$ cat src/rtl/eth_tx_arbiter.sv
// Round-robin arbiter sharing one MAC byte interface among NREQ frame sources.
// Enforces the inter-frame gap and the maximum frame length; define ETH_TX_ARB_PRIO_EN to make requester 0 strict priority.
module eth_tx_arbiter #(
  parameter int NREQ       = 2,
  parameter int IFG_CYCLES = 48,
  parameter int MAX_BYTES  = 1514
) (
  input  logic              clk,
  input  logic              rst,
  input  logic [NREQ-1:0]   req_vld,
  input  logic [NREQ*8-1:0] req_dat,
  input  logic [NREQ-1:0]   req_last,
  output logic [NREQ-1:0]   req_rdy,
  output logic              mac_vld,
  output logic [7:0]        mac_dat,
  output logic              mac_last,
  input  logic              mac_rdy,
  output logic [NREQ-1:0]   grant,
  output logic              busy,
  output logic              ovf_err
);

  localparam int PW = (NREQ > 1) ? $clog2(NREQ) : 1;
  localparam int IW = (IFG_CYCLES > 1) ? $clog2(IFG_CYCLES) : 1;

  typedef enum logic [1:0] {IDLE, XFER, DRAIN, IFG} state_t;

  state_t          state;
  state_t          state_nxt;
  logic [PW-1:0]   rr_ptr;
  logic [PW-1:0]   owner;
  logic [PW-1:0]   win_idx;
  logic            win_vld;
  logic            win_upd;
  logic [10:0]     bcnt;
  logic [IW-1:0]   ifg_cnt;
  logic            xfer;
  logic            at_max;
  logic            own_vld;
  logic            own_last;
  logic [7:0]      own_dat;

  assign own_vld  = req_vld[owner];
  assign own_last = req_last[owner];
  assign own_dat  = req_dat[int'(owner)*8 +: 8];
  assign at_max   = (bcnt == 11'(MAX_BYTES - 1));
  assign busy     = (state != IDLE);

  // Winner search starting just above the last owner, wrapping modulo NREQ
  always_comb begin
    win_vld = 1'b0;
    win_idx = '0;
    win_upd = 1'b0;
`ifdef ETH_TX_ARB_PRIO_EN
    if (req_vld[0]) begin
      win_vld = 1'b1;
      win_idx = '0;
      win_upd = 1'b0;
    end else begin
      for (int i = 1; i <= NREQ; i++) begin
        if (!win_vld && req_vld[(int'(rr_ptr) + i) % NREQ]) begin
          win_vld = 1'b1;
          win_idx = PW'((int'(rr_ptr) + i) % NREQ);
        end else begin
          win_vld = win_vld;
        end
      end
      win_upd = win_vld;
    end
`else
    for (int i = 1; i <= NREQ; i++) begin
      if (!win_vld && req_vld[(int'(rr_ptr) + i) % NREQ]) begin
        win_vld = 1'b1;
        win_idx = PW'((int'(rr_ptr) + i) % NREQ);
      end else begin
        win_vld = win_vld;
      end
    end
    win_upd = win_vld;
`endif
  end

  // Next-state decode and combinational owner pass-through
  always_comb begin
    state_nxt = state;
    mac_vld   = 1'b0;
    mac_dat   = 8'd0;
    mac_last  = 1'b0;
    req_rdy   = '0;
    xfer      = 1'b0;
    case (state)
      IDLE: begin
        if (win_vld) state_nxt = XFER;
        else         state_nxt = IDLE;
      end
      XFER: begin
        mac_vld        = own_vld;
        mac_dat        = own_dat;
        mac_last       = own_last | at_max;
        req_rdy[owner] = mac_rdy;
        xfer           = own_vld & mac_rdy;
        if (xfer && own_last)    state_nxt = IFG;
        else if (xfer && at_max) state_nxt = DRAIN;
        else                     state_nxt = XFER;
      end
      DRAIN: begin
        req_rdy[owner] = 1'b1;
        if (own_vld && own_last) state_nxt = IFG;
        else                     state_nxt = DRAIN;
      end
      IFG: begin
        if (ifg_cnt == IW'(0)) state_nxt = IDLE;
        else                   state_nxt = IFG;
      end
      default: state_nxt = IDLE;
    endcase
  end

  // State register and truncation pulse
  always_ff @(posedge clk or posedge rst) begin
    if (rst) begin
      state   <= IDLE;
      ovf_err <= 1'b0;
    end else begin
      state   <= state_nxt;
      ovf_err <= (state == XFER) && xfer && at_max && !own_last;
    end
  end

  // Grant, owner index and round-robin pointer
  always_ff @(posedge clk or posedge rst) begin
    if (rst) begin
      grant  <= '0;
      owner  <= '0;
      rr_ptr <= PW'(NREQ - 1);
    end else if (state == IDLE && win_vld) begin
      grant          <= '0;
      grant[win_idx] <= 1'b1;
      owner          <= win_idx;
      if (win_upd) rr_ptr <= win_idx;
    end else if (state_nxt == IFG) begin
      grant <= '0;
    end
  end

  // Per-frame byte counter, cleared while waiting in IDLE
  always_ff @(posedge clk or posedge rst) begin
    if (rst) begin
      bcnt <= 11'd0;
    end else if (state == IDLE) begin
      bcnt <= 11'd0;
    end else if (xfer) begin
      bcnt <= bcnt + 11'd1;
    end
  end

  // Inter-frame gap down-counter, loaded on entry to IFG
  always_ff @(posedge clk or posedge rst) begin
    if (rst) begin
      ifg_cnt <= IW'(0);
    end else if (state != IFG && state_nxt == IFG) begin
      ifg_cnt <= IW'(IFG_CYCLES - 1);
    end else if (state == IFG && ifg_cnt != IW'(0)) begin
      ifg_cnt <= ifg_cnt - IW'(1);
    end
  end

endmodule
$ cat config.mk
export PLATFORM = sky130hd
export DESIGN_NAME = eth_tx_arbiter
export DESIGN_NICKNAME = d
export VERILOG_FILES = /design/src/rtl/eth_tx_arbiter.sv
export SDC_FILE = /design/constraint.sdc
export NUM_CORES = 1
export LEC_CHECK = 0
export BUFFER_PORTS_ARGS = -buffer_cell sky130_fd_sc_hd__buf_2
export CORE_MARGIN = 3
export CORE_UTILIZATION = 40
export CTS_CLUSTER_SIZE = 20
export DETAILED_ROUTE_END_ITERATION = 8
export HOLD_SLACK_MARGIN = 0.12
export PLACE_DENSITY = 0.68
export SLEW_MARGIN = 30
export SYNTH_ARGS = -nofsm -noshare
export SYNTH_HDL_FRONTEND = slang
export SYNTH_SLANG_ARGS = --single-unit
$ cat constraint.sdc
create_clock -name clk -period 4.8 [get_ports clk]
set_input_delay 0.24 -clock clk [delete_from_list [all_inputs] [get_ports clk]]
set_output_delay 0.24 -clock clk [all_outputs]
set_load 0.01 [all_outputs]
Yosys cells after proc, flatten, opt, wreduce, memory -nomap -nowiden
Index checks and enable logic that the tools add are counted.
Cells by class
  add/subtract/negate cells: 4
  multiply operators: 0
  div/mod/pow operators: 0
  $lt $le $gt $ge: 6
  eq/ne operators: 6
  shift-type cells: 1
  multiplexer cells: 35
  bitwise gates (word level): 5
  reductions and logical operators: 22
Operators with widths (number)
  11-bit two-way mux: 2
  1-bit two-way mux: 21
  16-bit by 5-bit variable part select with 8-bit output: 1
  1-bit logical AND: 12
  6-bit two-way mux: 2
  11-bit by 1-bit adder with 11-bit output (second input constant): 1
  11-bit == test (second input constant): 1
  2-bit two-way mux: 5
  8-bit two-way mux: 1
  2-bit one-hot mux with 4 select lines: 1
  2-bit nonzero test: 4
  2-bit == test (second input constant): 3
  6-bit logical NOT: 1
  2-bit by 3-bit < comparator with 1-bit output (second input constant): 2
  6-bit nonzero test: 1
  6-bit by 1-bit subtractor with 6-bit output (second input constant): 1
  1-bit by 2-bit < comparator with 1-bit output (second input constant): 2
  2-bit one-hot mux with 2 select lines: 1
  1-bit adder (second input constant): 2
  1-bit bitwise AND (first input constant): 2
  2-bit bitwise AND: 1
  1-bit demux with 1-bit select: 2
  2-bit by 1-bit == test with 1-bit output (second input constant): 1
  1-bit greater-or-equal comparator (second input constant): 2
  other kinds (6): 7
Storage, ports and cells
  register bits: 24
  bits in latches: 0
  bits in writable memories: 0
  memory bits (read-only): 0
  bits of input ports: 23
  word-level logic and storage cells: 86
  memories: 0

Depth between registers and ports, before layout
  depth in word-level cells: 14
  mapped depth: 8

Worst setup path before layout
Ideal clock, no wire load.
  path kind: register -> register
  start point: register ifg_cnt[0]
  end point: register ifg_cnt[1]
  library setup time: 0.127 ns
  arrival time: 1.717 ns
  required time: 4.673 ns
  setup slack: 2.956 ns
  stages on the path, launching flop included: 8
  path through: dfrtp_1 -> inv_1 -> ha_1 -> or4b_4 -> o21a_4 -> a211oi_2 -> a211o_2 -> o211ai_2
On the way
  cells in the longest elaborated chain, start to end: 6
Ends and longest elaborated chain
  from (decl): line 36  | logic [IW-1:0] ifg_cnt;
  from (signal assigned): line 162  | ifg_cnt <= IW'(IFG_CYCLES - 1);
  from (signal assigned): line 164  | ifg_cnt <= ifg_cnt - IW'(1);
  6-bit logical NOT: line 112  | if (ifg_cnt == IW'(0)) state_nxt = IDLE;
  2-bit two-way mux: line 112
  2-bit one-hot mux with 4 select lines: line 91  | case (state)
  2-bit == test: line 161  | end else if (state != IFG && state_nxt == IFG) begin
  1-bit logical AND: line 161
  6-bit two-way mux / 2-bit nonzero test (equally long branches)
Several ways; a longest one is shown, not always the timed one. The select of a mux whose other input is x is not followed.
A chain may end at the register's enable or synchronous reset.

Final worst setup path
  start point: register bcnt[1]
  end point: output port mac_last
On the way
  cells in the longest elaborated chain, start to end: 3
Ends and longest elaborated chain
  from (decl): line 35  | logic [10:0] bcnt;
  from (signal assigned): line 153  | bcnt <= bcnt + 11'd1;
  11-bit == test: line 46  | assign at_max = (bcnt == 11'(MAX_BYTES - 1));
  1-bit OR: line 99  | mac_last = own_last | at_max;
  1-bit two-way mux: line 91
  to (decl): line 16  | output logic mac_last,
No other way between the ends.

==> metrics.md <==
| Metric | Value |
|---|---|
| # diodes | 0 |
| Die X | 67.3 um |
| Clk buf depth | 2 |
| Mapped Cells | 160 |
| Syn_area_per_cell | 9.40 sq um |
| Commonest non-fill, non-tap cell in the layout | buf_2 |
| CTS H-tree lvls | 1 |
| Worst setup path start | bcnt[1] |
| Largest net degree at the start of global routing | 25 |
| TritonCTS clock tree | yes |
| Area growth syn-to-layout | 18.3% |
| Hold path startpoint | req_vld[1] |
| Initial antenna violation count | 0 |
| Min-delay worst type | in -> reg |
| Unrepaired setup endpoints after global routing | false |
| Final period util | 43.7% |
| LEAKAGE | 0.000826 uW |
| Clk_skew | 0.00648 ns |
| Gpl congestion | 0.801 |
| Most frequent cells in the layout | 38 x buf_2, 23 x dfrtp_1, 19 x nor2_1, 14 x nand2_1, 10 x inv_1 |
| Layout cells sized above 1 | 27.1% |
| TritonCTS buffer count | 3 |
| Slew margin rel. | 57.0% |
| Final hold viol count | 0 |
| DR WL/cell | 13.4 um |
| Post-synth EDFFs | 0 |
| Core ar. | 3470 sq um |
| Synth warnings | 0 |
| Clk sinks | 24 |
| Critical Path AT | 1.86 ns |
| PortBufs | 38 |
| Drt first pass iters | 4 |
| First-pass GRT wire length | 5590 um |
| Least-Margin Pin Slew | 0.645 ns |
| Maximum fanout along the worst path | 4 |
| Yosys cell types | 43 |
| Post-Syn Area | 1500 sq um |
| ANT nets after route | 0 |
| Max_cap viols | 0 |
| Vias in the first global route | 1224 |
| Starting Density | 43.4% |
| Critical path type | reg -> out |
| Status | finished clean |
| Fin nets | 231 |
| Post-CTS sizing | 0 |
| Initial DRC Count | 51 |
| FMAX | 476 MHz |
| Dpl ws | 2.72 ns |
| Vias per inst | 5.06 |
| Post-Route WL | 3280 um |
| Ports | 39 |
| Post-route core utilization | 51.3% |
| Total gr overflow | 0 |
| Critical Path RT | 4.56 ns |
| Setup TNS | 0 ns |
| Worst VDD drop | 0.360 mV |
| Synth Register Bits | 24 |
| PwrDens | 483 nW/um^2 |
| CP Capture Type | output pin |
| Ys flop type | dfrtp_1 |
| Via count | 1240 |
| Clock latency on the worst-skew pair | 0.27 ns |
| Fillers | 358 |
| DR DRC count | 0 |
| Final worst slack | 2.70 ns |
| Post-Syn Nets | 191 |
| R2r startpoint | owner |
| CTS root buf | clkbuf_8 |
| CTS clk-pin slew, worst paths | 0.08 ns |
| Minimum clock period | 2.10 ns |
| Final setup viols | 0 |
| DIE HEIGHT | 67.3 um |
| Proportion of synthesized chip area in sequential cells | 40.0% |
| Crit path launch type | register |
| Final Max Tran Viols | 0 |
| Area of the die | 4530 sq um |
| Core Rows | 21 |
| Tot GR Track Use | 16.4% |
| DP HPWL | 2610 um |
| Share of flip-flops with an asynchronous set or reset | 100% |
## power by group
group / total, uW / switching [uW] / internal, uW
clock network: 121 / 61.9 / 59.3
registers: 317 / 62.3 / 254
logic: 421 / 244 / 177
## what timing repair did
item / in CTS / in global routing
endpoints found under the setup margin: 0 / 0
setup buffers: 0 / 0
hold buffers: 0 / 1
endpoints found under the hold margin: 0 / 23
## critical path: stages (launching register included)
cell and delay (ns):
dfrtp_1 0.41, inv_1 0.06, ha_1 0.13, nand4bb_1 0.11, or4_1 0.53, a21oi_1 0.18, buf_2 0.16
## final cells by class
| type | instances | area [sq um] | share of cell area [%] |
|---|---|---|---|
| clock buffer | 4 | 45.0 | 2.53 |
| inverter | 13 | 51.3 | 2.88 |
| multi-input combinational | 119 | 823 | 46.3 |
| sequential | 24 | 602 | 33.8 |
| tap | 46 | 57.6 | 3.23 |
| timing repair buffer | 39 | 200 | 11.3 |
## kinds of logic after synthesis
family,share of synthesized area [%]
muxes,6.74
xor gates and xnor gates,6.41
and+or+nand+nor,21.8
adders and majority gates,6.66
DFF,40.0
AOI/OAI and AO/OA,13.1
buffers and inverters,5.24
## routing by layer
metal	GRT usage (%)	up-vias	wire length, um	share of wire [%]
met2	28.2	13	1680	51
met3	3.99	4	84	2.6
met5	0	-	0	0
met1	20.2	595	1480	45
met4	5.32	0	39	1.2
li1	-	628	-	-
## flip-flops by register name, indices dropped and copies added, names as in the netlist
| register | flops |
|---|---|
| grant | 2 |
| ifg_cnt | 6 |
| ovf_err | 1 |
| owner | 1 |
| state | 2 |
| bcnt | 11 |
| rr_ptr | 1 |
## path summary, 6_finish.rpt
kind | slack (ns) | depth (start not counted) | endpoint
setup / recovery | 2.70 | 6 | mac_last
hold / removal | 0.29 | 3 | rr_ptr
setup reg to reg | 2.70 | 5 | bcnt[9]
hold reg to reg | 0.46 | 2 | rr_ptr
max in group asynchronous | 3.89 | 3 | rr_ptr
min in group asynchronous | 0.54 | 3 | bcnt[9]
## stage by stage
stage	hold slack [ns]	power, uW	cell area (sq um)	instances
after detailed placement	0.451	744	1720	240
after global placement	0.449	739	1720	240
after floorplan	0.254	619	1500	160
after global routing	0.334	928	1780	245
final	0.290	859	1780	245
after CTS	0.190	867	1770	244
## cells in the mapped netlist, types with 2 or more instances
master / instances / area [sq um]
nor3_1: 3 / 15.0
nor2_1: 19 / 71.3
xnor2_1: 8 / 70.1
o21ai_0: 4 / 20.0
and2_1: 4 / 25.0
a21oi_1: 8 / 40.0
nand3_1: 6 / 30.0
or4_1: 2 / 15.0
nand2_1: 14 / 52.6
o21ai_1: 5 / 25.0
or3_1: 4 / 25.0
mux2i_1: 9 / 90.1
xor2_1: 3 / 26.3
ha_1: 8 / 100
nand4_1: 2 / 12.5
inv_1: 11 / 41.3
dfrtp_1: 23 / 576
o21ai_2: 2 / 17.5
No activity file was read; power rests on OpenSTA's default activity.
